==> config.mk <==
export PLATFORM = sky130hd
export DESIGN_NAME = alu_cmd_sequencer_flat
export DESIGN_NICKNAME = d
export VERILOG_FILES = /design/src/rtl/alu_cmd_sequencer_if.sv /design/src/rtl/alu_cmd_sequencer.sv /design/src/flat_wrapper.sv
export SDC_FILE = /design/constraint.sdc
export NUM_CORES = 1
export LEC_CHECK = 0
export BUFFER_PORTS_ARGS = -buffer_cell sky130_fd_sc_hd__buf_2
export CAP_MARGIN = 20
export CORE_UTILIZATION = 56
export CTS_BUF_LIST = sky130_fd_sc_hd__clkbuf_16
export CTS_CLUSTER_SIZE = 10
export DETAILED_ROUTE_END_ITERATION = 7
export GPL_TIMING_DRIVEN = 0
export PLACE_DENSITY = 0.79
export SETUP_SLACK_MARGIN = 0.05
export SYNTH_ARGS = -nofsm -noshare
export SYNTH_HDL_FRONTEND = slang
export SYNTH_SLANG_ARGS = --single-unit
==> constraint.sdc <==
create_clock -name clk -period 3 [get_ports clk]
set_input_delay 0.3 -clock clk [delete_from_list [all_inputs] [get_ports clk]]
set_output_delay 0.3 -clock clk [all_outputs]
set_load 0.1 [all_outputs]
==> src/rtl/alu_cmd_sequencer_if.sv <==
// Command and response channels between a requester (master) and
// alu_cmd_sequencer (slave).
interface alu_cmd_sequencer_if;
    logic       cmd_valid;
    logic       cmd_ready;
    logic [2:0] cmd_op;
    logic       cmd_chain;
    logic [7:0] cmd_a;
    logic [7:0] cmd_b;
    logic       rsp_valid;
    logic       rsp_ready;
    logic [7:0] rsp_data;
    logic       rsp_err;

    modport master (
        output cmd_valid, cmd_op, cmd_chain, cmd_a, cmd_b, rsp_ready,
        input  cmd_ready, rsp_valid, rsp_data, rsp_err
    );

    modport slave (
        input  cmd_valid, cmd_op, cmd_chain, cmd_a, cmd_b, rsp_ready,
        output cmd_ready, rsp_valid, rsp_data, rsp_err
    );
endinterface

==> src/rtl/alu_cmd_sequencer.sv <==
// Command-level controller for the 8-bit accumulator ALU: queues requests, drives
// the ALU operand/select controls, waits out its latency and returns the result.
module alu_cmd_sequencer #(
    parameter int DEPTH   = 4,
    parameter int ALU_LAT = 1
) (
    input  logic                    clk,
    input  logic                    rst,
    input  logic                    on,
    alu_cmd_sequencer_if.slave      bus,
    output logic [7:0]              alu_num1,
    output logic [7:0]              alu_num2,
    output logic [2:0]              alu_in_sel,
    output logic [6:0]              alu_out_sel,
    input  logic [7:0]              alu_result,
    input  logic                    alu_ovf,
    output logic                    err_sticky,
    input  logic                    err_clr,
    output logic [2:0]              state,
    output logic [$clog2(DEPTH):0]  q_count
);
    localparam int PW = $clog2(DEPTH);
    localparam int CW = $clog2(ALU_LAT + 1);
    localparam logic [PW:0] QFULL = (PW + 1)'(DEPTH);

    localparam logic [2:0] IN_CLEAR   = 3'b001;
    localparam logic [2:0] IN_LOAD    = 3'b010;
    localparam logic [2:0] IN_PERSIST = 3'b100;
    localparam logic [2:0] OP_MULT    = 3'd6;
    localparam logic [2:0] OP_CLR     = 3'd7;

    typedef enum logic [2:0] {
        OFF   = 3'd0,
        READY = 3'd1,
        ISSUE = 3'd2,
        WAIT  = 3'd3,
        RESP  = 3'd4,
        ERROR = 3'd5
    } state_t;

    typedef struct packed {
        logic [2:0] op;
        logic       chain;
        logic [7:0] a;
        logic [7:0] b;
    } cmd_t;

    state_t          fsm;
    cmd_t            mem [DEPTH];
    cmd_t            head;
    logic [PW-1:0]   wrPtr;
    logic [PW-1:0]   rdPtr;
    logic [2:0]      workOp;
    logic [CW-1:0]   waitCnt;
    logic [7:0]      accum;
    logic [6:0]      headHot;
    logic            push;
    logic            pop;
    logic            lastWait;
    logic            captureErr;
    logic            errSet;

    assign state         = fsm;
    assign head          = mem[rdPtr];
    assign bus.cmd_ready = (q_count < QFULL) && (fsm != OFF);
    assign push          = bus.cmd_valid && bus.cmd_ready;
    // Uses the registered count, so an entry pushed into an empty queue pops next cycle.
    assign pop           = (fsm == READY) && on && (q_count != '0);
    assign lastWait      = (fsm == WAIT) && (waitCnt == CW'(1));
    assign captureErr    = alu_ovf && (workOp == OP_MULT);
    assign errSet        = lastWait && captureErr;

    // One-hot output select: op 0 (AND) maps to bit 6 down to op 6 (MULT) at bit 0; CLR selects nothing.
    for (genvar gi = 0; gi < 7; gi++) begin : g_hot
        assign headHot[gi] = (head.op == 3'(6 - gi));
    end

    always_ff @(posedge clk) begin
        if (push) begin
            mem[wrPtr] <= {bus.cmd_op, bus.cmd_chain, bus.cmd_a, bus.cmd_b};
        end
    end

    always_ff @(posedge clk or negedge rst) begin
        if (!rst) begin
            fsm           <= OFF;
            wrPtr         <= '0;
            rdPtr         <= '0;
            q_count       <= '0;
            workOp        <= '0;
            waitCnt       <= '0;
            accum         <= '0;
            bus.rsp_valid <= 1'b0;
            bus.rsp_data  <= '0;
            bus.rsp_err   <= 1'b0;
            err_sticky    <= 1'b0;
            alu_in_sel    <= IN_CLEAR;
            alu_out_sel   <= '0;
            alu_num1      <= '0;
            alu_num2      <= '0;
        end else begin
            if (push) begin
                wrPtr <= wrPtr + PW'(1);
            end
            if (pop) begin
                rdPtr <= rdPtr + PW'(1);
            end
            q_count    <= q_count + (PW + 1)'(push) - (PW + 1)'(pop);
            err_sticky <= errSet | (err_sticky & ~err_clr);

            case (fsm)
                OFF: begin
                    if (on) begin
                        fsm <= READY;
                    end
                end
                READY: begin
                    if (!on) begin
                        fsm <= OFF;
                    end else if (pop) begin
                        workOp      <= head.op;
                        alu_in_sel  <= IN_LOAD;
                        alu_num1    <= head.chain ? accum : head.a;
                        alu_num2    <= head.b;
                        alu_out_sel <= headHot;
                        fsm         <= ISSUE;
                    end
                end
                ISSUE: begin
                    if (workOp == OP_CLR) begin
                        accum         <= '0;
                        bus.rsp_data  <= '0;
                        bus.rsp_err   <= 1'b0;
                        bus.rsp_valid <= 1'b1;
                        alu_in_sel    <= IN_CLEAR;
                        alu_out_sel   <= '0;
                        fsm           <= RESP;
                    end else begin
                        waitCnt    <= CW'(ALU_LAT);
                        alu_in_sel <= IN_PERSIST;
                        fsm        <= WAIT;
                    end
                end
                WAIT: begin
                    waitCnt <= waitCnt - CW'(1);
                    if (lastWait) begin
                        accum         <= alu_result;
                        bus.rsp_data  <= alu_result;
                        bus.rsp_err   <= captureErr;
                        bus.rsp_valid <= 1'b1;
                        alu_in_sel    <= IN_CLEAR;
                        alu_out_sel   <= '0;
                        fsm           <= RESP;
                    end
                end
                RESP: begin
                    // Dropping 'on' here is deliberately ignored; OFF is entered from READY.
                    if (bus.rsp_ready) begin
                        bus.rsp_valid <= 1'b0;
                        fsm           <= bus.rsp_err ? ERROR : READY;
                    end
                end
                ERROR: begin
                    fsm <= READY;
                end
                default: begin
                    fsm <= OFF;
                end
            endcase
        end
    end
endmodule

==> src/flat_wrapper.sv <==
// flat-port wrapper written by rule: the top's interface ports become plain ports
module alu_cmd_sequencer_flat 
#(
    parameter int DEPTH   = 4,
    parameter int ALU_LAT = 1
)
  (clk, rst, on, alu_num1, alu_num2, alu_in_sel, alu_out_sel, alu_result, alu_ovf, err_sticky, err_clr, state, q_count, bus_cmd_valid, bus_cmd_op, bus_cmd_chain, bus_cmd_a, bus_cmd_b, bus_rsp_ready, bus_cmd_ready, bus_rsp_valid, bus_rsp_data, bus_rsp_err);
  alu_cmd_sequencer_if bus_i ();
  input  logic clk;
  input  logic rst;
  input  logic on;
  output logic [7:0] alu_num1;
  output logic [7:0] alu_num2;
  output logic [2:0] alu_in_sel;
  output logic [6:0] alu_out_sel;
  input  logic [7:0] alu_result;
  input  logic alu_ovf;
  output logic err_sticky;
  input  logic err_clr;
  output logic [2:0] state;
  output logic [$clog2(DEPTH):0] q_count;
  input wire logic [$bits(bus_i.cmd_valid)-1:0] bus_cmd_valid;
  input wire logic [$bits(bus_i.cmd_op)-1:0] bus_cmd_op;
  input wire logic [$bits(bus_i.cmd_chain)-1:0] bus_cmd_chain;
  input wire logic [$bits(bus_i.cmd_a)-1:0] bus_cmd_a;
  input wire logic [$bits(bus_i.cmd_b)-1:0] bus_cmd_b;
  input wire logic [$bits(bus_i.rsp_ready)-1:0] bus_rsp_ready;
  output wire logic [$bits(bus_i.cmd_ready)-1:0] bus_cmd_ready;
  output wire logic [$bits(bus_i.rsp_valid)-1:0] bus_rsp_valid;
  output wire logic [$bits(bus_i.rsp_data)-1:0] bus_rsp_data;
  output wire logic [$bits(bus_i.rsp_err)-1:0] bus_rsp_err;
  assign bus_i.cmd_valid = bus_cmd_valid;
  assign bus_i.cmd_op = bus_cmd_op;
  assign bus_i.cmd_chain = bus_cmd_chain;
  assign bus_i.cmd_a = bus_cmd_a;
  assign bus_i.cmd_b = bus_cmd_b;
  assign bus_i.rsp_ready = bus_rsp_ready;
  assign bus_cmd_ready = bus_i.cmd_ready;
  assign bus_rsp_valid = bus_i.rsp_valid;
  assign bus_rsp_data = bus_i.rsp_data;
  assign bus_rsp_err = bus_i.rsp_err;
  alu_cmd_sequencer #(.DEPTH(DEPTH), .ALU_LAT(ALU_LAT)) u_core (.clk(clk), .rst(rst), .on(on), .bus(bus_i), .alu_num1(alu_num1), .alu_num2(alu_num2), .alu_in_sel(alu_in_sel), .alu_out_sel(alu_out_sel), .alu_result(alu_result), .alu_ovf(alu_ovf), .err_sticky(err_sticky), .err_clr(err_clr), .state(state), .q_count(q_count));
endmodule
### Word level (Yosys, flattened, before mapping)

Memories as Yosys holds them, arrays and structs flattened.
Index checks and enable logic that the tools add are counted.

| word-level totals | value |
|---|---|
| flip-flop bits (word level) | 51 |
| RAM bits | 80 |
| output and inout bits | 44 |
| logic and storage cells | 98 |
| memories | 1 |

Memories:

| memory | depth | bits a word | rd ports | clocked after memory_dff | write ports | line | RTL |
|---|---|---|---|---|---|---|---|
| u_core.mem | 4 | 20 | 1 | 0 | 1 | alu_cmd_sequencer.sv:49 | `cmd_t mem [DEPTH];` |

| operators by class | value |
|---|---|
| add/sub/neg operators | 5 |
| order comparisons | 1 |
| equal/unequal tests | 21 |
| multiplexer cells | 32 |
| bitwise operators | 3 |
| reduce and logical (&&, ||, !) cells | 21 |

Operator list:

| operator | count |
|---|---|
| $mux 3 | 10 |
| $mux 7 | 4 |
| $mux 8 | 3 |
| $eq 3x3->1 const B | 7 |
| $pmux 7 s3 | 1 |
| $pmux 3 s6 | 1 |
| $pmux 8 s2 | 1 |
| $eq 3x2->1 const B | 4 |
| $reduce_and 4->1 | 3 |
| $reduce_bool 3->1 | 4 |
| $pmux 3 s3 | 1 |
| $mux 1 | 8 |
| $ne 2x2->1 const B | 4 |
| $logic_and 1x1->1 | 7 |
| $eq 3x1->1 const B | 2 |
| $logic_not 3->1 | 2 |
| $ne 2x1->1 const B | 3 |
| $reduce_and 3->1 | 2 |
| $reduce_and 5->1 | 1 |
| $add 2x1->2 const B | 2 |
| $pmux 1 s2 | 2 |
| $add 3x1->3 | 1 |
| $lt 3x3->1 const B | 1 |
| $ne 3x2->1 const B | 1 |
| 8 further kinds | 8 |

### Logic depth before layout (Yosys ltp)

| depth | value |
|---|---|
| depth in word-level cells | 6 |
| mapped depth | 12 |
| depth with buffers taken out | 10 |

### Worst setup path before layout

Ideal clock, no wire load.

| path | value |
|---|---|
| path type | flip-flop to flip-flop |
| from | register u_core.fsm[0], in the netlist u_core.state[0] |
| to | register u_core.q_count[2] |
| library setup time | 0.161 ns |
| arrival | 2.993 ns |
| data required time | 2.839 ns |
| setup slack | -0.154 ns |
| cell stages (with the launch flop) | 13 |
| clock period less this slack | 3.154 ns |
| cells stage by stage | dfrtp_1 -> buf_2 -> and2b_1 -> nand3_2 -> inv_2 -> buf_2 -> ha_1 -> inv_1 -> ha_1 -> inv_1 -> fa_1 -> xnor2_1 -> xnor2_1 |

| on the way | value |
|---|---|
| elaborated cells between the ends (all ways) | 8 |
| those cells by class | add/sub (2); eq/ne (1); reduce/logical (5) |

RTL lines:

| item | line | RTL |
|---|---|---|
| from (decl) | alu_cmd_sequencer.sv:48 | `state_t fsm;` |
| from (signal assigned) | alu_cmd_sequencer.sv:160 | `fsm <= bus.rsp_err ? ERROR : READY;` |
| $eq 3x1->1 | alu_cmd_sequencer.sv:68 | `assign pop = (fsm == READY) && on && (q_count != '0);` |
| $logic_and 1x1->1 (2 in series) | alu_cmd_sequencer.sv:68 |  |
| net u_core.pop | alu_cmd_sequencer.sv:58 | `logic pop;` |
| $sub 3x1->3 | alu_cmd_sequencer.sv:108 | `q_count <= q_count + (PW + 1)'(push) - (PW + 1)'(pop);` |
| to (signal assigned) | alu_cmd_sequencer.sv:108 |  |
| to (decl) | alu_cmd_sequencer.sv:20 | `output logic [$clog2(DEPTH):0] q_count` |

The timed path passes the listed nets, and every way through them passes these cells.
A chain may end at the register's enable or synchronous reset.

### Worst setup path in the final report

| path | value |
|---|---|
| from | register u_core.fsm[2], in the netlist u_core.state[2] |
| to | register u_core.q_count[2] |

Same word-level chain as after synthesis.

==> PnR_summary.wiki <==
{| class="wikitable"
! Metric !! Value
|-
| Status || finished, final reports clean
|-
| Detailed-placement wirelength estimate || 6590 um
|-
| Global-route wire length before repair || 17,100 um
|-
| Post-DR wirelength/cell || 19.8 um
|-
| I/O pin count || 79
|-
| Buffers from clock root to sink, at most || 2
|-
| Register bit count reported by yosys || 131
|-
| Upper clock frequency limit || 361 MHz
|-
| Tightest slew margin relative to the limit || 29.9%
|-
| Number of CTS-inserted buffers || 17
|-
| Number of clock sinks seen by CTS || 131
|-
| Worst Path Buf+Inv || 5
|-
| Series of cell instances along the critical path || clkbuf_2 -> and2b_1 -> nand3_2 -> inv_4 -> clkbuf_4 -> ha_1 -> inv_1 -> ha_1 -> inv_1 -> fa_1 -> xnor2_1 -> xnor2_1
|-
| Setup skew after layout || 0.0117 ns
|-
| Launching point of the worst reg2reg path || u_core.state[2]$_DFFE_PN0P_
|-
| Total routing resource utilization after global routing || 24.0%
|-
| Clock tree from TritonCTS || built
|-
| Number of flops mapped to enable cells by yosys || 80
|-
| Number of routed nets with antenna violations || 0
|-
| Library cell used as clock root buffer || sky130_fd_sc_hd__clkbuf_16
|-
| Data required time of the critical path || 3.32 ns
|-
| Beginning of the worst hold path || err_clr
|-
| Clock latency of the later-clocked register in the worst-skew pair || 0.41 ns
|-
| Die height || 99.5 um
|-
| Initial antenna violation count || 1
|-
| Number of DRC markers in iteration 0 || 153
|-
| Biggest fanout along the worst timing path || 10
|-
| Setup CP Type || reg -> reg
|-
| Reg clk slew, reported paths || 0.06 ns
|-
| Number of hold violations in the final report || 0
|-
| Sum Neg Setup Slack || 0 ns
|-
| Count of pins over their slew limit || 0
|-
| Final clock period utilization by the worst path || 92.4%
|-
| Slowest stage cell, crit path || sky130_fd_sc_hd__dfrtp_2
|-
| Post-Synthesis Net Count || 346
|-
| Cell class contributing the biggest share of worst-path delay || adder cells
|-
| Via count of the first global-routing pass || 3,258
|-
| Post-Syn Instances || 304
|-
| Total via count after detailed routing || 3,138
|-
| Post-layout min period || 2.77 ns
|-
| Final Net Count || 447
|-
| Residual DRC || 0
|-
| Layout overhead on the synthesized area || 23.0%
|-
| Worst-case register-to-register setup slack || 0.23 ns
|-
| Total of warnings raised by yosys || 0
|-
| Ratio of cells with drive above 1 in the final layout || 39.0%
|-
| Worst slew pin tran || 1.05 ns
|-
| Total number of placement rows || 35
|-
| Cell Area, Synth || 5320 sq um
|-
| Reg-to-reg endpoint || u_core.q_count[2]$_DFF_PN0_
|-
| Filler instances || 605
|-
| Type of destination of the critical path || flop
|-
| Vias per cell || 5.73
|-
| Setup violations, final || 0
|-
| Startpoint type of the worst setup path || flop
|-
| Unrepaired setup endpoints after global routing || no
|-
| Synth Area per Inst || 17.5 sq um
|-
| WHS Endpoint || u_core.err_sticky$_DFF_PN0_
|-
| Path depth of the worst reg2reg path || 12
|-
| Slowest cell delay on critical path || 0.40 ns
|-
| Sequential area share after synthesis || 69.1%
|-
| Number of input and output port buffers inserted || 78
|-
| Arrival time of the worst setup path || 3.09 ns
|-
| Hold depth || 2
|-
| Overall routed net length || 10,800 um
|-
| Primary FF master, synth || sky130_fd_sc_hd__edfxtp_1
|-
| Maximum number of pins on one net before global-route repair || 39
|-
| Full die area || 9900 sq um
|-
| Max H-tree Level || 4
|-
| Unique masters post-synth || 54
|-
| Post CTS Setup Buffer Count || 0
|-
| Die X || 99.5 um
|-
| Remaining global-route overflow || 0
|-
| Max Cap Viol || 0
|-
| Path type of the worst min-delay path || in -> reg
|-
| Core area || 9240 sq um
|-
| GPL Wtd Cong || 0.758
|-
| Async set-reset flop share out of synthesis || 38.9%
|-
| DRT Pass-1 Iters || 4
|-
| Initial core utilization || 57.6%
|}
==> metrics by stage <==
stage	utilization [%]	std cells	setup WS [ns]	hold WS [ns]	cell area [sq um]
after floorplan	-	304	0.0633	0.00441	5330
after global placement	63.6	511	0.183	0.472	5880
after detailed placement	63.8	512	0.112	0.233	5900
after CTS	70.3	545	0.0592	0.0705	6490
after global routing	70.8	548	0.101	0.0824	6550
final	70.8	548	0.229	0.0808	6550
==> state kept, by name, indices dropped and copies added (netlist names) <==
| name | count |
|---|---|
| u_core.waitCnt | 1 |
| u_core.alu_num1 | 8 |
| u_core.err_sticky | 1 |
| u_core.bus.rsp_err | 1 |
| u_core.state | 3 |
| u_core.q_count | 3 |
| u_core.alu_in_sel | 3 |
| u_core.alu_out_sel | 7 |
| u_core.bus.rsp_valid | 1 |
| u_core.accum | 8 |
| u_core.alu_num2 | 8 |
| u_core.rdPtr | 2 |
| u_core.workOp | 3 |
| u_core.mem | 80 |
| u_core.wrPtr | 2 |
==> what timing repair did <==
action                                  CTS  global route
endpoints found under the hold margin    13             0
endpoints found under the setup margin    0             1
resized for setup                         0             4
hold buffers                              1             0
==> cell usage after synthesis (all sizes together) (2+ instances only) <==
master  instances  area share (%)
mux4           20             9.2
clkbuf          4            0.31
a21oi          11             1.0
edfxtp         80              45
nor2b           2            0.28
o21ai           4            0.38
nand4           3            0.35
and3            8            0.94
buf            12             1.8
mux2           19             4.1
nor3b           2            0.38
nand2b          2            0.24
nand3           3            0.38
dfrtp          50              24
nor2            2            0.14
and2            4            0.47
nor3            2            0.19
a31oi          10             1.2
xnor2           5            0.82
inv            18             1.3
o32ai           7             1.2
nand2           3            0.21
mux2i           8             1.5
ha              6             1.4
==> placed cells by master, fill, tap and decap left out, drive strengths merged, types with 7 or more instances in the layout <==
master  instances
mux2           19
mux2i           8
edfxtp         80
and3            8
clkbuf         22
inv            25
a21oi          11
dfrtp          50
a31oi          10
mux4           20
buf            92
o32ai           7
==> how the worst max path moves through the flow <==
stage / from / to / slack [ns] / depth (start not counted)
6_report: u_core.state[2]$_DFFE_PN0P_ / u_core.q_count[2]$_DFF_PN0_ / 0.23 / 12
5_1_grt: u_core.state[2]$_DFFE_PN0P_ / u_core.q_count[2]$_DFF_PN0_ / 0.10 / 12
4_1_cts: u_core.state[1]$_DFFE_PN0P_ / u_core.q_count[2]$_DFF_PN0_ / 0.06 / 11
3_5_place_dp: u_core.state[1]$_DFFE_PN0P_ / u_core.q_count[2]$_DFF_PN0_ / 0.11 / 11
3_3_place_gp: u_core.state[1]$_DFFE_PN0P_ / u_core.q_count[2]$_DFF_PN0_ / 0.18 / 11
2_1_floorplan: u_core.state[1]$_DFFE_PN0P_ / u_core.q_count[2]$_DFF_PN0_ / 0.06 / 11
==> per-layer routing <==
metal / GRT usage [%] / up-vias / share of wire [%]
met5: 0 / - / 0
li1: - / 1402 / -
met4: 10.9 / 0 / 2.9
met1: 31.3 / 1575 / 41
met3: 5.83 / 30 / 5.5
met2: 38.7 / 131 / 51
==> layout make-up <==
cell class	instances	area (sq um)	area share, %
Clock buffer	17	425	6.50
Timing Repair Buffer	82	463	7.07
Clock inverter	15	158	2.41
Tap cell	129	161	2.47
Antenna cell	1	2.50	0.0382
Multi-Input combinational cell	139	1470	22.4
Sequential cell	131	3680	56.3
Inverter	18	70.1	1.07
Buffer	16	114	1.74
==> cells by family after synthesis <==
kind of cell | count (synthesis) | share of synthesized area (%)
adder cells (fa/ha/maj) | 7 | 1.79
buffers and inverters | 34 | 3.36
XOR/XNOR | 5 | 0.823
AO/OA/AOI/OAI | 41 | 5.15
AND/OR/NAND/NOR | 39 | 4.91
flip-flops | 131 | 69.1
multiplexers | 47 | 14.8
Power is not shown: default switching activity piles up to over one toggle a cycle in this logic, so the estimate is an artifact.
